$ cat src/rtl/rx_decode_sm_pkg.sv
// rx_decode_sm_pkg: shared PCS constants for 64b/66b receive decoding
package rx_decode_sm_pkg;

    localparam logic [2:0] R_S = 3'd0;
    localparam logic [2:0] R_C = 3'd1;
    localparam logic [2:0] R_E = 3'd2;
    localparam logic [2:0] R_D = 3'd3;
    localparam logic [2:0] R_T = 3'd4;

    localparam logic [7:0] BT_C = 8'h1E;
    localparam logic [7:0] BT_O = 8'h4B;
    localparam logic [7:0] BT_S = 8'h78;
    localparam logic [63:0] BT_T = {8'hFF, 8'hE1, 8'hD2, 8'hCC, 8'hB4, 8'hAA, 8'h99, 8'h87};

    localparam logic [7:0] XG_I = 8'h07;
    localparam logic [7:0] XG_E = 8'hFE;
    localparam logic [7:0] XG_S = 8'hFB;
    localparam logic [7:0] XG_T = 8'hFD;
    localparam logic [7:0] XG_O = 8'h9C;

    localparam logic [63:0] LBLOCK_D = 64'h0000_0000_0100_009C;
    localparam logic [7:0]  LBLOCK_C = 8'h01;
    localparam logic [63:0] EBLOCK_D = {8{XG_E}};
    localparam logic [7:0]  EBLOCK_C = 8'hFF;

    localparam logic [2:0] RX_INIT = 3'd0;
    localparam logic [2:0] RX_C    = 3'd1;
    localparam logic [2:0] RX_D    = 3'd2;
    localparam logic [2:0] RX_T    = 3'd3;
    localparam logic [2:0] RX_E    = 3'd4;

    function automatic logic [7:0] ctl_char(input logic [6:0] c);
        return c == 7'h00 ? XG_I : XG_E;
    endfunction

endpackage

$ cat src/rtl/rx_block_decode.sv
// rx_block_decode: combinational decode of one 64b/66b block (header stripped) to XGMII
module rx_block_decode
    import rx_decode_sm_pkg::*;
(
    input  logic [63:0] blk,
    input  logic [2:0]  r_type,
    output logic [63:0] rxd,
    output logic [7:0]  rxc
);

    logic [63:0] p;

    assign p = {8'h00, blk[63:8]};

    // Map block type to lane characters; unrecognised control types decode as an error block
    always_comb begin
        rxd = EBLOCK_D;
        rxc = EBLOCK_C;
        if (r_type == R_D) begin
            rxd = blk;
            rxc = 8'h00;
        end else if (blk[7:0] == BT_C) begin
            for (int k = 0; k < 8; k++) rxd[8*k +: 8] = ctl_char(blk[8+7*k +: 7]);
        end else if (blk[7:0] == BT_O) begin
            rxd = {ctl_char(blk[57 +: 7]), ctl_char(blk[50 +: 7]), ctl_char(blk[43 +: 7]),
                   ctl_char(blk[36 +: 7]), p[23:0], XG_O};
            rxc = 8'hF1;
        end else if (blk[7:0] == BT_S) begin
            rxd = {p[55:0], XG_S};
            rxc = 8'h01;
        end else begin
            for (int n = 0; n < 8; n++) begin
                if (blk[7:0] == BT_T[8*n +: 8]) begin
                    for (int k = 0; k < 8; k++) rxd[8*k +: 8] = k < n ? p[8*k +: 8] : k == n ? XG_T : XG_I;
                    rxc = 8'hFF << n;
                end
            end
        end
    end

endmodule

$ cat src/rtl/rx_decode_sm.sv
// rx_decode_sm: 64b/66b receive state machine with one-block lookahead and error counter
module rx_decode_sm
    import rx_decode_sm_pkg::*;
(
    input  logic        clk,
    input  logic        rst_n,
    input  logic [65:0] rx_block,
    input  logic [2:0]  r_type,
    input  logic        block_valid,
    input  logic        block_lock,
    input  logic        hi_ber,
    input  logic        cnt_clear,
    output logic [63:0] rxd,
    output logic [7:0]  rxc,
    output logic        rx_valid,
    output logic [7:0]  err_cnt
);

    logic [2:0]  state, next_state, cur_type, nxt_type, from_ctl;
    logic [63:0] cur_block, dec_d;
    logic [7:0]  dec_c;
    logic        full, lost, t_ok, emit_err;
    logic        unused_hdr;

    assign unused_hdr = ^rx_block[1:0];
    assign lost       = !block_lock || hi_ber;
    assign nxt_type   = r_type > R_T ? R_E : r_type;
    assign emit_err   = block_valid && !lost && full && next_state == RX_E;

    rx_block_decode u_dec (
        .blk    (cur_block),
        .r_type (cur_type),
        .rxd    (dec_d),
        .rxc    (dec_c)
    );

    // Next state from CUR class, with NEXT class qualifying a terminate
    always_comb begin
        t_ok       = cur_type == R_T && (nxt_type == R_S || nxt_type == R_C);
        from_ctl   = cur_type == R_C ? RX_C : cur_type == R_S ? RX_D : RX_E;
        next_state = from_ctl;
        if (state == RX_D)
            next_state = cur_type == R_D ? RX_D : t_ok ? RX_T : RX_E;
        else if (state == RX_E)
            next_state = cur_type == R_D ? RX_D : cur_type == R_C ? RX_C : t_ok ? RX_T : RX_E;
    end

    // Holding stage, FSM state and registered XGMII outputs; loss of lock flushes everything
    always_ff @(posedge clk or negedge rst_n) begin
        if (!rst_n) begin
            state     <= RX_INIT;
            full      <= 1'b0;
            cur_block <= '0;
            cur_type  <= R_E;
            rxd       <= LBLOCK_D;
            rxc       <= LBLOCK_C;
            rx_valid  <= 1'b0;
        end else if (lost) begin
            state    <= RX_INIT;
            full     <= 1'b0;
            rx_valid <= block_valid;
            if (block_valid) begin
                rxd <= LBLOCK_D;
                rxc <= LBLOCK_C;
            end
        end else begin
            rx_valid <= block_valid && full;
            if (block_valid) begin
                cur_block <= rx_block[65:2];
                cur_type  <= nxt_type;
                full      <= 1'b1;
            end
            if (block_valid && full) begin
                state <= next_state;
                rxd   <= next_state == RX_E ? EBLOCK_D : dec_d;
                rxc   <= next_state == RX_E ? EBLOCK_C : dec_c;
            end
        end
    end

    // Saturating count of emitted error blocks; clear wins over increment
    always_ff @(posedge clk or negedge rst_n) begin
        if (!rst_n)
            err_cnt <= 8'd0;
        else if (cnt_clear)
            err_cnt <= 8'd0;
        else if (emit_err && err_cnt != 8'hFF)
            err_cnt <= err_cnt + 8'd1;
    end

endmodule

$ cat config.mk
export PLATFORM = sky130hd
export DESIGN_NAME = rx_decode_sm
export DESIGN_NICKNAME = d
export VERILOG_FILES = /design/src/rtl/rx_decode_sm_pkg.sv /design/src/rtl/rx_block_decode.sv /design/src/rtl/rx_decode_sm.sv
export SDC_FILE = /design/constraint.sdc
export NUM_CORES = 1
export LEC_CHECK = 0
export ABC_CLOCK_PERIOD_IN_PS = 4900
export BUFFER_PORTS_ARGS = -buffer_cell sky130_fd_sc_hd__buf_4
export CAP_MARGIN = 40
export CELL_PAD_IN_SITES_DETAIL_PLACEMENT = 1
export CELL_PAD_IN_SITES_GLOBAL_PLACEMENT = 1
export CORE_MARGIN = 4
export CORE_UTILIZATION = 46
export DETAILED_ROUTE_END_ITERATION = 8
export GPL_TIMING_DRIVEN = 0
export PLACE_DENSITY_LB_ADDON = 0.08
export SETUP_SLACK_MARGIN = 0.2
export SLEW_MARGIN = 40
export SYNTH_ARGS = -nofsm -noshare
export SYNTH_HDL_FRONTEND = slang
export SYNTH_HIERARCHICAL = 1
export SYNTH_SLANG_ARGS = --single-unit
export TNS_END_PERCENT = 10
$ cat constraint.sdc
create_clock -name clk -period 4.9 [get_ports clk]
set_clock_uncertainty 0.1 [all_clocks]
set_input_delay 0.49 -clock clk [delete_from_list [all_inputs] [get_ports clk]]
set_output_delay 0.49 -clock clk [all_outputs]
set_load 0.05 [all_outputs]
==> run metrics, run 1 <==
min-delay worst type=in2reg; clock buffer depth=2; synthesized cell area=8049 um2; layout net count=1100; core area=17240 um2; Slew Limit Fails=0; Min Hold Slack=176.7 ps; switching power=1189 uW; Hold Vio Cnt, Final=0; clock power share=0.370; slowest stage delay, CP=670 ps; Int Pwr=2437 uW; Post-Synth XOR/XNOR Area=0.002176; maxcap violations=0; CP max stage cell=o21ai_1; share of synthesized flip-flops with an asynchronous set or reset=1.000; row count=48; Layout Cells excl Fill=1262; critical path endpoint category=flip-flop; H-Tree Level Count=4; Initial Util=0.4670; Layout area overhead=26.01%; largest net degree at the start of global routing=59; all-layer global routing usage=0.2822; crit path launch type=flip-flop; DR iter-0 viols=485; Comb power frac=0.204; critical path buffer and inverter count=1; DRT Pass-1 Iters=5; Syn Inst Count=849; initial antenna violation count=0; clock tree from TritonCTS=yes; Slew headroom=0.4582; Worst EP arrival=3340 ps; PD cells=357.5 nW/um2; PortBufs=153; number of remaining DRC errors=0; main combinational cell family by area after synthesis=simple AND/OR/NAND/NOR gates; most frequent cell after synthesis=nand2_1; die area=19680 um2; post-synthesis register bit count=152; Synth Area in Compound Gates=0.1912; # IOs=156; area leader, netlist=dfrtp_1; # clock sinks=152; number of synthesized flops with an enable pin=0; Synth Flop Type=dfrtp_1; Tmin final=3111 ps; maximum vdd drop=0.2529 mV; synth top area cells=dfrtp_1, mux2_2, nand2_1, o21ai_0, dfstp_2; leakage=0.004702 uW; switching portion of total power=0.3279; fmax=0.3215 GHz; vias=7500; layout cells sized above 1=0.2970; Tcrit/Tclk final=0.6349; first-pass GRT wire length=43790 um; HPWL Detailed=20180 um; vias in the first global route=7934; clock slew at reported path FFs=70 ps; Num CTS Buffers=17; unique cell type count in the Yosys netlist=77; critical-path cell list=buf_2 -> nand4bb_1 -> o21ai_1 -> nor2_1 -> o211a_1 -> a211o_1 -> o21ai_0 -> nand2_1; clk_lat worst skew=440 ps; Syn Nets=925; final instance area=10140 um2; Power, Total=3625 uW; Die Ht=140.3 um; status=finished clean; CP Max Fanout=10; dpl cell area=9544 um2; wirelength, routed=27410 um; Synth top area share=0.4508; worst slew pin tran=809.7 ps; Setup Viol. Count Final=0; Synth Area per Inst=9.481 um2; DRT antenna net count=0; clock root buffer=clkbuf_16; post-synthesis adder-cell area fraction=0.001554; Crit path max-delay family=compound AO/OA/AOI/OAI gates; setup TNS=0 ps; simple-gate share of the synthesized area=0.2043; sequential share of power=0.426; routed len/inst=21.72 um; Required @ worst endpoint=5130 ps; register area share after synthesis=0.4737; RSZ-0062 raised after global routing=no; die width=140.3 um; most frequent cells after synthesis=nand2_1, dfrtp_1, o21ai_0; vias per inst=5.943; Placed Cells=1229; synth warn=6; routability cong.=0.9071; # fillers=1984; Worst Setup Path Type=reg2reg; number of antenna diodes=0; grt ovf=0; mux cell area share after synthesis=0.09498
## flip-flops by register name (all words and copies together), names as in the netlist
register   count
cur_block     64
cur_type       3
err_cnt        8
full           1
rx_valid       1
rxc            8
rxd           64
state          3
## routing by layer
metal | wire [um] | track usage | up-vias
met1 | 12060 | 0.3863 | 3723
li1 | - | - | 3434
met4 | 881 | 0.1081 | 0
met2 | 12850 | 0.4446 | 288
met5 | 0 | 0 | -
met3 | 1617 | 0.05633 | 55
## path summary, 6_finish.rpt
kind	from	endpoint	slack (ps)	depth (start not counted)
min in group asynchronous	rst_n	rxc[6]$_DFFE_PN0P_	440	2
max in group asynchronous	rst_n	cur_type[1]$_DFFE_PN1P_	3570	3
worst min-delay path	rx_block[20]	cur_block[18]$_DFFE_PN0P_	180	2
worst max-delay path	cur_block[0]$_DFFE_PN0P_	rxd[31]$_DFFE_PN0P_	1790	8
worst min register to register	rxd[52]$_DFFE_PN0P_	rxd[52]$_DFFE_PN0P_	370	2
worst max register to register	cur_block[0]$_DFFE_PN0P_	rxd[31]$_DFFE_PN0P_	1790	8
## what timing repair did
item / CTS / global route
gates resized for setup: 0 / 0
setup buffers: 0 / 0
hold buffers: 1 / 0
endpoints found under the setup margin: 0 / 0
endpoints found under the hold margin: 38 / 0
## kinds of logic after synthesis
logic type	after synthesis
simple gates	332
compound gates	235
flops	152
mux	68
buf+inv	59
xor+xnor	2
fa+ha+maj	1
## metrics by stage
step,utilization,setup WS (ps)
after floorplan,-,2594
final,0.5884,1789
after global placement,0.5499,1948
after global routing,0.5884,1543
after CTS,0.5884,1842
after detailed placement,0.5537,1890
## power groups by stage
stage / Clock [uW] / Combinational (uW) / Sequential (uW)
after floorplan: 0 / 416 / 1560
after global placement: 0 / 701 / 1550
after detailed placement: 0 / 724 / 1560
after CTS: 1360 / 735 / 1540
after global routing: 1410 / 801 / 1560
final: 1340 / 739 / 1550
## final cells by class
class / count / area [um2] / area share
plain buffers: 49 / 221.5 / 0.02184
repair buffers: 156 / 1221 / 0.1204
flip-flops and latches: 152 / 3812 / 0.3759
clock buffers: 17 / 425.4 / 0.04194
multi-input cells: 638 / 3980 / 0.3924
inverters: 10 / 37.54 / 0.003701
well taps: 225 / 281.5 / 0.02776
clock inverters: 15 / 162.7 / 0.01604
## placed cells by master (no fill, tap or decap), types with 5 or more instances in the layout
cell type	instances
nand2_1	174
o221a_2	5
nand3_1	7
nor4_1	10
a32oi_1	5
a21o_1	12
o21ai_1	29
nor3_1	18
o21a_1	6
a21oi_1	26
a221oi_1	8
o21ai_0	77
mux2_2	67
buf_1	7
clkbuf_1	20
o22ai_1	5
nand4bb_1	7
and2_1	8
inv_1	10
a22o_1	7
clkbuf_16	17
nand4_1	6
or3_1	7
buf_4	156
a31oi_1	15
inv_6	6
o22a_1	6
buf_2	15
or4_1	5
dfstp_2	7
nor2_1	46
dfrtp_1	145
nand2b_1	7
No activity file was read; power rests on OpenSTA's default activity.
==> run 2, diff against run 1 <==
--- a/config.mk
+++ b/config.mk
@@ -5,13 +5,13 @@
 export SDC_FILE = /design/constraint.sdc
 export NUM_CORES = 1
 export LEC_CHECK = 0
-export ABC_CLOCK_PERIOD_IN_PS = 4900
+export ABC_CLOCK_PERIOD_IN_PS = 2500
 export BUFFER_PORTS_ARGS = -buffer_cell sky130_fd_sc_hd__buf_4
 export CAP_MARGIN = 40
 export CELL_PAD_IN_SITES_DETAIL_PLACEMENT = 1
 export CELL_PAD_IN_SITES_GLOBAL_PLACEMENT = 1
 export CORE_MARGIN = 4
-export CORE_UTILIZATION = 46
+export CORE_UTILIZATION = 38
 export DETAILED_ROUTE_END_ITERATION = 8
 export GPL_TIMING_DRIVEN = 0
 export PLACE_DENSITY_LB_ADDON = 0.08
==> constraint.sdc (replaced) <==
create_clock -name clk -period 2.5 [get_ports clk]
set_clock_uncertainty 0.1 [all_clocks]
set_input_delay 0.25 -clock clk [delete_from_list [all_inputs] [get_ports clk]]
set_output_delay 0.25 -clock clk [all_outputs]
set_load 0.05 [all_outputs]
==> run 2 against run 1 <==
- the run now ends with setup timing left
- global-route usage is 2.4 points lower
- worst setup slack worse by 2000 ps
- die area is 20% higher
- fmax is 15% higher
- critical path depth is 1 higher
- sequential cell count stayed put
- register-to-register slack worse by 2000 ps
- final area is 17% higher
- total power is 110% higher
- critical endpoint is now rxd[0]$_DFFE_PN0P_
- largest cell class unchanged
- largest power group unchanged
- highest routed layer unchanged
==> run metrics, run 2 (synthesis gave the netlist of run 1 again) <==
status=finished with violations; failing checks=setup timing; largest net degree at the start of global routing=63 (+6.8%); clock tree from TritonCTS=yes; Layout area overhead=47.55%; Layout Cells excl Fill=1415 (+12%); layout net count=1208 (+9.8%); vias in the first global route=8532 (+7.5%); routed len/inst=22.33 um (+2.8%); H-Tree Level Count=4 (unchanged); DRT Pass-1 Iters=5 (unchanged); most common cell after layout, fill and taps aside=buf_4; CP Max Fanout=6 (-4); min-delay worst type=in2reg; initial antenna violation count=0 (unchanged); commonest non-fill, non-tap cells in the layout=buf_4, nand2_1, dfrtp_1, dlygate4sd3_1, mux2_2; crit path launch type=flip-flop; Most common cell on crit path=buf_4; biggest registers after layout=cur_block x64, rxd x64; DR iter-0 viols=450 (-7.2%); final instance area=11880 um2 (+17%); Setup Viol. Count Final=22 (+22); R2R cell count=9 (+1); die width=153.5 um (+9.5%); Required @ worst endpoint=2770 ps (-2360 ps); fmax=0.3687 GHz (+15%); wirelength, routed=31600 um (+15%); RSZ-0062 raised after global routing=yes; core area=20560 um2 (+19%); first-pass GRT wire length=48440 um (+11%); clk_lat worst skew=430 ps (about the same); vias=7999 (+6.7%); # IOs=156 (unchanged); area of the multi-input gates=4513 um2 (+13%); Die Ht=153.5 um (+9.5%); hold depth=3 (+1); Worst Setup SP=cur_block[6]$_DFFE_PN0P_; die area=23570 um2 (+20%); slowest stage delay, CP=660 ps (about the same); clock slew at reported path FFs=70 ps (about the same); Worst Setup Path Type=reg2reg; grt ovf=0 (unchanged); number of remaining DRC errors=0 (unchanged); vias per inst=5.653 (-4.9%); R2R Path Start=cur_block[6]$_DFFE_PN0P_; # fillers=2267 (+14%); worst hold path startpoint=r_type[1]; clock root buffer=clkbuf_16; Power, Total=7709 uW (+110%); PD cells=649.1 nW/um2 (+82%); Seq. cell area=3822 um2 (+0.26%); Num CTS Buffers=17 (unchanged); layout cells sized above 1=0.3799 (+0.08290); critical path endpoint category=flip-flop; Worst EP arrival=2980 ps (-360 ps); leakage=0.005359 uW (+14%); number of antenna diodes=0 (unchanged); r2r setup slk=-210 ps (-2000 ps); dpl cell area=9602 um2 (+0.60%); worst slew pin tran=867.9 ps (+58.22 ps); Placed Cells=1274 (+3.7%); critical-path cell list=buf_6 -> buf_4 -> nor4bb_1 -> o21ai_2 -> nand4_1 -> buf_4 -> nand3b_1 -> a32o_2 -> a22o_1; DRT antenna net count=0 (unchanged); all-layer global routing usage=0.2582 (-0.02403); Tcrit/Tclk final=1.085 (+0.4500); row count=52 (+8.3%); Initial Util=0.3915 (-0.07548); Slew Limit Fails=0 (unchanged); HPWL Detailed=20510 um (+1.6%); # clock sinks=152 (unchanged); routability cong.=0.9149 (+0.86%); maximum vdd drop=0.3378 mV (+34%); Hold Vio Cnt, Final=0 (unchanged); clock buffer depth=2 (unchanged); Final Worst Setup Slack=-212.2 ps (-2001 ps); CP max stage cell=nor4bb_1; PortBufs=153 (unchanged); maxcap violations=0 (unchanged); Tmin final=2712 ps (-398.7 ps); Slew headroom=0.4153 (-0.04293)
==> run 2: changes by cell type in the layout (fill, tap and decap cells not counted), moves of 6 or more <==
| cell | previous run | this run |
|---|---|---|
| dfrtp_2 | 0 | 8 |
| buf_6 | 0 | 16 |
| o21ai_2 | 0 | 14 |
| o21ai_1 | 29 | 41 |
| nor2_1 | 46 | 40 |
| buf_2 | 15 | 4 |
| clkbuf_2 | 3 | 10 |
| o21ai_0 | 77 | 47 |
| dfrtp_1 | 145 | 137 |
| clkbuf_1 | 20 | 14 |
| dlygate4sd3_1 | 1 | 69 |
| buf_4 | 156 | 187 |
==> run 2: power by group <==
| part | leakage [uW] | internal (uW) | switching [uW] |
|---|---|---|---|
| registers | 0.00194 | 2710 | 347 |
| logic | 0.00314 | 852 | 1060 |
| clock network | 0.000285 | 1610 | 1130 |
==> run 2: repair_timing <==
item                                    CTS  global route
hold buffers                             69             0
gates resized for setup                 116            65
pin swaps                                38            61
endpoints found under the setup margin   71            72
setup buffers                            25            15
endpoints found under the hold margin   185             0
==> run 2: path summary, 6_finish.rpt <==
kind                                      endpoint
min                        cur_type[1]$_DFFE_PN1P_
max                             rxd[0]$_DFFE_PN0P_
max reg2reg                     rxd[0]$_DFFE_PN0P_
min in group asynchronous       rxc[5]$_DFFE_PN0P_
min reg2reg                     rxd[6]$_DFFE_PN0P_
max in group asynchronous  cur_type[1]$_DFFE_PN1P_
==> run 2: critical path, delay by kind of cell (launching register included) <==
kind,cells,cell delay [ps]
and+or+nand+nor,3,1100
AOI/OAI and AO/OA,3,560
buffers and inverters,3,470
DFF,1,420
==> run 2: layout make-up <==
cell class | instances | area share
multi-input cells | 638 | 0.3800
flip-flops and latches | 152 | 0.3219
repair buffers | 264 | 0.1885
clock buffers | 20 | 0.03761
well taps | 270 | 0.02844
plain buffers | 49 | 0.02634
clock inverters | 12 | 0.01380
inverters | 10 | 0.003477
==> run 2: stage by stage <==
| step | hold slack (ps) | setup WS, ps | setup TNS, ps | utilization |
|---|---|---|---|---|
| 2_1_floorplan | -145.6 | 218.2 | 0 | - |
| 3_3_place_gp | 353.2 | -404.4 | -16940 | 0.4640 |
| 3_5_place_dp | 66.46 | -313.6 | -8716 | 0.4670 |
| 4_1_cts | 28.74 | 6.469 | 0 | 0.5609 |
| 5_1_grt | 58.32 | -238.7 | -3486 | 0.5777 |
| 6_report | 40.14 | -212.2 | -1434 | 0.5777 |
==> run 2: layer usage <==
| layer | up-vias | GRT usage | part of all wire |
|---|---|---|---|
| met1 | 4023 | 0.3483 | 0.43 |
| met3 | 55 | 0.04918 | 0.055 |
| met5 | - | 0 | 0 |
| li1 | 3646 | - | - |
| met4 | 0 | 0.08705 | 0.029 |
| met2 | 275 | 0.4199 | 0.49 |
